File: src/rtl/dc_mem_queue.sv
// In-order load/store queue feeding the data cache processor port.
// Retries the head op on a miss and returns tagged responses one cycle after completion.
module dc_mem_queue #(
  parameter int unsigned DEPTH   = 8,
  parameter int unsigned TAG_W   = 6,
  parameter int unsigned STALL_W = 16
) (
  input  logic                     clk,
  input  logic                     rst,
  input  logic                     req_valid,
  output logic                     req_ready,
  input  logic                     req_write,
  input  logic [31:0]              req_addr,
  input  logic [31:0]              req_data,
  input  logic [TAG_W-1:0]         req_tag,
  input  logic                     flush,
  output logic [31:0]              dc_addr,
  output logic [31:0]              dc_wdata,
  output logic                     dc_write,
  output logic                     dc_read,
  input  logic [31:0]              dc_rdata,
  input  logic                     dc_miss,
  output logic                     rsp_valid,
  output logic [TAG_W-1:0]         rsp_tag,
  output logic                     rsp_write,
  output logic [31:0]              rsp_data,
  output logic                     rsp_err,
  output logic [$clog2(DEPTH):0]   occupancy,
  output logic [STALL_W-1:0]       stall_cycles
);

  localparam int unsigned PW = $clog2(DEPTH);
  localparam int unsigned CW = PW + 1;

  logic [31:0]      addr_mem  [DEPTH];
  logic [31:0]      data_mem  [DEPTH];
  logic             write_mem [DEPTH];
  logic [TAG_W-1:0] tag_mem   [DEPTH];

  logic [PW-1:0] wr_ptr_q, rd_ptr_q;
  logic [CW-1:0] count_q;

  logic [31:0]      head_addr, head_data;
  logic             head_write;
  logic [TAG_W-1:0] head_tag;
  logic             empty, full, head_misaligned, issue, push, pop;

  always_comb begin
    head_addr       = addr_mem[rd_ptr_q];
    head_data       = data_mem[rd_ptr_q];
    head_write      = write_mem[rd_ptr_q];
    head_tag        = tag_mem[rd_ptr_q];
    empty           = (count_q == '0);
    full            = (count_q == CW'(DEPTH));
    head_misaligned = (head_addr[1:0] != 2'b00);
    issue           = !empty && !head_misaligned;

    dc_addr   = '0;
    dc_wdata  = '0;
    dc_write  = 1'b0;
    dc_read   = 1'b0;
    if (issue) begin
      dc_addr  = head_addr;
      dc_wdata = head_write ? head_data : '0;
      dc_write = head_write;
      dc_read  = !head_write;
    end

    // Misaligned heads drain without touching the cache; aligned ones wait out misses.
    pop       = !empty && (head_misaligned || !dc_miss);
    req_ready = !rst && !full && !flush;
    push      = req_valid && req_ready;
    occupancy = count_q;
  end

  always_ff @(posedge clk) begin
    if (push) begin
      addr_mem[wr_ptr_q]  <= req_addr;
      data_mem[wr_ptr_q]  <= req_data;
      write_mem[wr_ptr_q] <= req_write;
      tag_mem[wr_ptr_q]   <= req_tag;
    end
  end

  always_ff @(posedge clk or posedge rst) begin
    if (rst) begin
      wr_ptr_q     <= '0;
      rd_ptr_q     <= '0;
      count_q      <= '0;
      stall_cycles <= '0;
      rsp_valid    <= 1'b0;
      rsp_tag      <= '0;
      rsp_write    <= 1'b0;
      rsp_data     <= '0;
      rsp_err      <= 1'b0;
    end else begin
      if (flush) begin
        wr_ptr_q <= '0;
        rd_ptr_q <= '0;
        count_q  <= '0;
      end else begin
        if (push) wr_ptr_q <= wr_ptr_q + PW'(1);
        if (pop)  rd_ptr_q <= rd_ptr_q + PW'(1);
        count_q <= count_q + CW'(push) - CW'(pop);
      end

      if (issue && dc_miss && (stall_cycles != '1)) stall_cycles <= stall_cycles + STALL_W'(1);

      rsp_valid <= pop && !flush;
      if (pop && !flush) begin
        rsp_tag   <= head_tag;
        rsp_write <= head_write;
        rsp_err   <= head_misaligned;
        rsp_data  <= (issue && !head_write) ? dc_rdata : '0;
      end
    end
  end

endmodule
File: config.mk
export PLATFORM = sky130hd
export DESIGN_NAME = dc_mem_queue
export DESIGN_NICKNAME = d
export VERILOG_FILES = /design/src/rtl/dc_mem_queue.sv
export SDC_FILE = /design/constraint.sdc
export NUM_CORES = 1
export LEC_CHECK = 0
export CAP_MARGIN = 10
export CORE_ASPECT_RATIO = 1.75
export CORE_UTILIZATION = 45
export CTS_CLUSTER_SIZE = 8
export DETAILED_ROUTE_END_ITERATION = 10
export GPL_TIMING_DRIVEN = 0
export PLACE_DENSITY_LB_ADDON = 0.08
export SYNTH_ARGS = -nofsm -noshare
export SYNTH_HDL_FRONTEND = slang
export SYNTH_SLANG_ARGS = --single-unit
File: constraint.sdc
create_clock -name clk -period 9.4 [get_ports clk]
set_clock_uncertainty 0.15 [all_clocks]
set_input_delay 1.88 -clock clk [delete_from_list [all_inputs] [get_ports clk]]
set_output_delay 1.88 -clock clk [all_outputs]
set_load 0.005 [all_outputs]
== After elaboration in Yosys (flattened, before gate mapping) ==
Memories as Yosys holds them, arrays and structs flattened. A register that Yosys moved wholly into a read port is not among the register bits.
Cells that the tools add are included.

* Register bits: 61
* Bits in writable memories: 568
* Output and inout bits: 128
* Word-level logic and storage cells: 53
* Memories: 4

{| class="wikitable"
|+ Memory list
! memory !! words !! bits a word !! read ports !! clocked after memory_dff !! write ports !! RTL line !! text
|-
| addr_mem || 8 || 32 || 1 || 0 || 1 || 35 || <nowiki>logic [31:0] addr_mem [DEPTH];</nowiki>
|-
| data_mem || 8 || 32 || 1 || 0 || 1 || 36 || <nowiki>logic [31:0] data_mem [DEPTH];</nowiki>
|-
| tag_mem || 8 || 6 || 1 || 1 || 1 || 38 || <nowiki>logic [TAG_W-1:0] tag_mem [DEPTH];</nowiki>
|-
| write_mem || 8 || 1 || 1 || 0 || 1 || 37 || <nowiki>logic write_mem [DEPTH];</nowiki>
|}

* Add/sub/neg operators: 5
* Eq/ne operators: 2
* Multiplexer cells: 13
* Reduce and logical (&&, ||, !) cells: 21

{| class="wikitable"
|+ Operators by type and width
! cell !! number
|-
| 32-bit two-way mux || 4
|-
| 16-bit by 1-bit adder with 16-bit output, second input constant || 1
|-
| 16-bit inequality test, second input constant || 1
|-
| 3-bit two-way mux || 4
|-
| 1-bit logical AND || 9
|-
| 1-bit zero test || 7
|-
| 3-bit by 1-bit adder with 3-bit output, second input constant || 2
|-
| 2-bit nonzero test || 3
|-
| 4-bit by 1-bit adder with 4-bit output || 1
|-
| 4-bit == test, second input constant || 1
|-
| 4-bit zero test || 1
|-
| 1-bit two-way mux || 4
|-
| 4-bit two-way mux || 1
|-
| 4-bit by 1-bit subtractor with 4-bit output || 1
|-
| 1-bit logical OR || 1
|}

== Longest topological paths before layout ==
* Word-level depth: 8
* Gate-level depth with buffers: 10

== Worst setup path before layout ==
OpenSTA, ideal clock, no wires.

* Path kind: input-to-reg
* Start: in flush
* End: mem addr_mem[0][0] (enable)
* Arrival time: 7724 ps
* Data required time: 8663 ps
* Setup slack: 939 ps
* Stages: 4
* Cell sequence: a211oi_1 > nand2_1 > or2_2 > nor3_1

* Longest elaborated chain between the ends: 5

{| class="wikitable"
|+ RTL lines
! item !! RTL line !! text
|-
| from (decl) || 16 || <nowiki>input logic flush,</nowiki>
|-
| 1-bit zero test || 71 || <nowiki>req_ready = !rst && !full && !flush;</nowiki>
|-
| 1-bit logical AND || 71 ||
|-
| 1-bit logical AND || 72 || <nowiki>push = req_valid && req_ready;</nowiki>
|-
| 1-bit two-way mux || 77 || <nowiki>if (push) begin</nowiki>
|-
| 1-bit two-way mux (implied by the code) || 78 || <nowiki>addr_mem[wr_ptr_q] <= req_addr;</nowiki>
|-
| to (decl) || 35 ||
|}

Every way passes these cells.

== Worst setup path after layout ==
* Start: reg count_q[2], in the netlist occupancy[2]
* End: out dc_addr[11]

* Longest elaborated chain between the ends: 4

{| class="wikitable"
|+ RTL lines
! item !! RTL line !! text
|-
| from (decl) || 41 || <nowiki>logic [CW-1:0] count_q;</nowiki>
|-
| from (signal assigned) || 104 || <nowiki>count_q <= count_q + CW'(push) - CW'(pop);</nowiki>
|-
| 4-bit zero test || 53 || <nowiki>empty = (count_q == '0);</nowiki>
|-
| 1-bit zero test || 56 || <nowiki>issue = !empty && !head_misaligned;</nowiki>
|-
| 1-bit logical AND || 56 ||
|-
| 32-bit two-way mux || 62 || <nowiki>if (issue) begin</nowiki>
|-
| to (decl) || 17 || <nowiki>output logic [31:0] dc_addr,</nowiki>
|}

Every way passes these cells.

==> results.cfg <==
[status]
status = complete, no violations

[die]
start_util = 0.458
die_area_sq_mm = 0.0565
num_rows = 113
die_x_microns = 180
die_y_microns = 314
io_pins = 236
core_sq_mm = 0.0546

[timing]
final_max_slew_viol_count = 0
fin_crit_ns = 6.07
max_freq_mhz = 165
setup_viol = 0
hold_viol = 0
whs_ns = 0.339
period_share = 0.646
worst_slew_pin_slew_ns = 1.09
slew_headroom = 0.276
rsz0062_at_grt = false

[global_routing]
grt_pass1_vias = 13700
antenna_found_initial = 4
grt.overflow.total = 0
grt_pass1_wl_microns = 85100
grt_use_total = 0.205
grt_max_degree = 68

[layout]
final_cell_mix = 568 x edfxtp_1, 233 x clkdlybuf4s50_1, 140 x mux4_2, 93 x clkbuf_16, 75 x nor2_1
synthToLayoutAreaGrowth_pct = 25.6
fin_cells = 2300
drive_above_1_share = 0.245
final_common_cell = edfxtp_1
fillCellCount = 4156
final_nets = 1687

[clock_tree]
cts_root_buffer = clkbuf_16
clkTransAtPathRegs_ns = 0.05
ctsResizeCount = 0
cts_setup_buffers = 0
h-tree-depth = 3
clk_latency_ns = 0.60
clockBufferDepth = 3
cts_tree = done
numCtsBuffers = 89
numClockSinks = 635
hold_buffers = 0

[job]
cap_violations = 0

[yosys]
synth_edf_count = 568
synth_compound_gate_area_share = 0.00281
muxShareOfSynthArea = 0.174
async_flop_share = 0.106
yosysWarnings = 0
netlist_instances = 1206
ys_types = 46
yosys.area_share.simple = 0.0456
syn_area_sq_mm = 0.0250
synth_area_per_cell_sq_um = 20.7
synthAdderAreaFrac = 0.00481
ys_ff_latch = 635
synth_top_family_by_area = multiplexers
ys.flop_type = edfxtp_1
synth-xor-area-share = 0.00666
synth-seq-area-share = 0.750

[worst_setup_path]
crit_type = flop to output port
worstPathArrival_ns = 4.04
required_ns = 7.37
crit_fanout = 10
cp-start-kind = flop
crit_path_end_kind = output port

[route]
wl_per_cell_microns = 24.2
wl_microns = 55700
drt_iter0_drc = 696
num_vias = 12500
routed_via_density = 5.42
postRouteAntennaNets = 0
drt_pre_antenna_iters = 5
drc_errors = 0

[pwr]
power_leakage_nw = 10.2
power.density_mw_per_mm2 = 249
ir_worst_vdd_mv = 0.160
power_w = 0.00780

[placement]
portBuffers = 233
dp_cells = 2169
place_congestion = 0.746
hpwl_microns = 36100

[worst_hold_path]
min_path_type = flop to flop
## cell type report
type	count	area (sq um)	share of cell area
diodes	1	2.50	0.0000798
clock buffers	127	2450	0.0783
inverters	7	28.8	0.000918
plain buffers	64	370	0.0118
clock inverters	3	25.0	0.000798
flip-flops and latches	635	18700	0.597
multi-input cells	501	5910	0.188
repair buffers	272	2980	0.0949
well taps	690	863	0.0275
## sequential cells by signal, indices dropped and copies added (netlist names)
register,flops
addr_mem,256
data_mem,256
occupancy,4
rd_ptr_q,3
rsp_data,32
rsp_err,1
rsp_tag,6
rsp_valid,1
rsp_write,1
stall_cycles,16
tag_mem,48
wr_ptr_q,3
write_mem,8
## critical path, stage by stage, from the launching register on
cell	delay, ns
dfrtp_1	0.37
inv_1	0.11
ha_1	0.18
or3b_2	0.49
nand2_1	0.09
o22a_1	0.16
buf_6	0.15
clkbuf_1	0.55
clkbuf_1	0.61
nor2_1	0.23
clkdlybuf4s50_1	0.50
## cells by family after synthesis
| kind of cell | after synthesis |
|---|---|
| adder cells (fa/ha/maj) | 9 |
| multiplexers | 253 |
| other | 1 |
| AND/OR/NAND/NOR | 210 |
| buffers and inverters | 71 |
| flip-flops | 635 |
| AO/OA/AOI/OAI | 8 |
| XOR/XNOR | 19 |
## stage by stage
step | instance area (sq um) | utilization | setup TNS [ns] | worst slack (ns)
floorplan | 25000 | - | 0 | 0.939
global placement | 28200 | 0.516 | -1265.07 | -5.52
detailed placement | 28900 | 0.529 | 0 | 3.75
CTS | 31400 | 0.575 | 0 | 3.21
global route | 31400 | 0.575 | 0 | 3.09
finish | 31400 | 0.575 | 0 | 3.33
## cells in the mapped netlist, drive strengths merged (2+ instances only)
| cell type | number | area, sq um |
|---|---|---|
| dfrtp | 67 | 1680 |
| and3 | 5 | 31.3 |
| buf | 39 | 277 |
| xnor2 | 18 | 158 |
| a21oi | 2 | 10.0 |
| mux4 | 140 | 3150 |
| clkbuf | 25 | 93.8 |
| ha | 8 | 100 |
| nand3b | 2 | 15.0 |
| inv | 7 | 26.3 |
| mux2i | 65 | 654 |
| nand2 | 44 | 165 |
| nor2 | 110 | 631 |
| or2 | 10 | 62.6 |
| nand3 | 12 | 60.1 |
| nand4b | 2 | 17.5 |
| nand4 | 6 | 37.5 |
| edfxtp | 568 | 17100 |
| nor3 | 3 | 15.0 |
| nor2b | 4 | 25.0 |
| nand2b | 7 | 43.8 |
| mux2 | 48 | 541 |
## where the power goes
part / internal [W] / total (W) / switching (W)
combinational: 0.000887 / 0.00170 / 0.000808
clock: 0.00178 / 0.00287 / 0.00110
sequential: 0.00318 / 0.00323 / 0.0000508
## per-layer routing
metal,GRT usage,vias up,part of all wire
li1,-,5523,-
met1,0.251,6525,0.40
met2,0.363,342,0.53
met3,0.0430,75,0.050
met4,0.0651,6,0.020
met5,0,-,0.00070
## path summary, 6_finish.rpt
check	startpoint	end	slack, ns	cells after the start
worst min register to register	rsp_data[3]	rsp_data[3]	0.34	1
min in group asynchronous	rst	rsp_data[2]	1.69	2
max in group asynchronous	rst	rsp_tag[3]	6.84	2
worst max-delay path	occupancy[2]	dc_addr[11]	3.33	10
worst min-delay path	rsp_data[3]	rsp_data[3]	0.34	1
worst max register to register	occupancy[2]	data_mem[6][6]	5.79	9
Power figures use the tool's default switching activity.
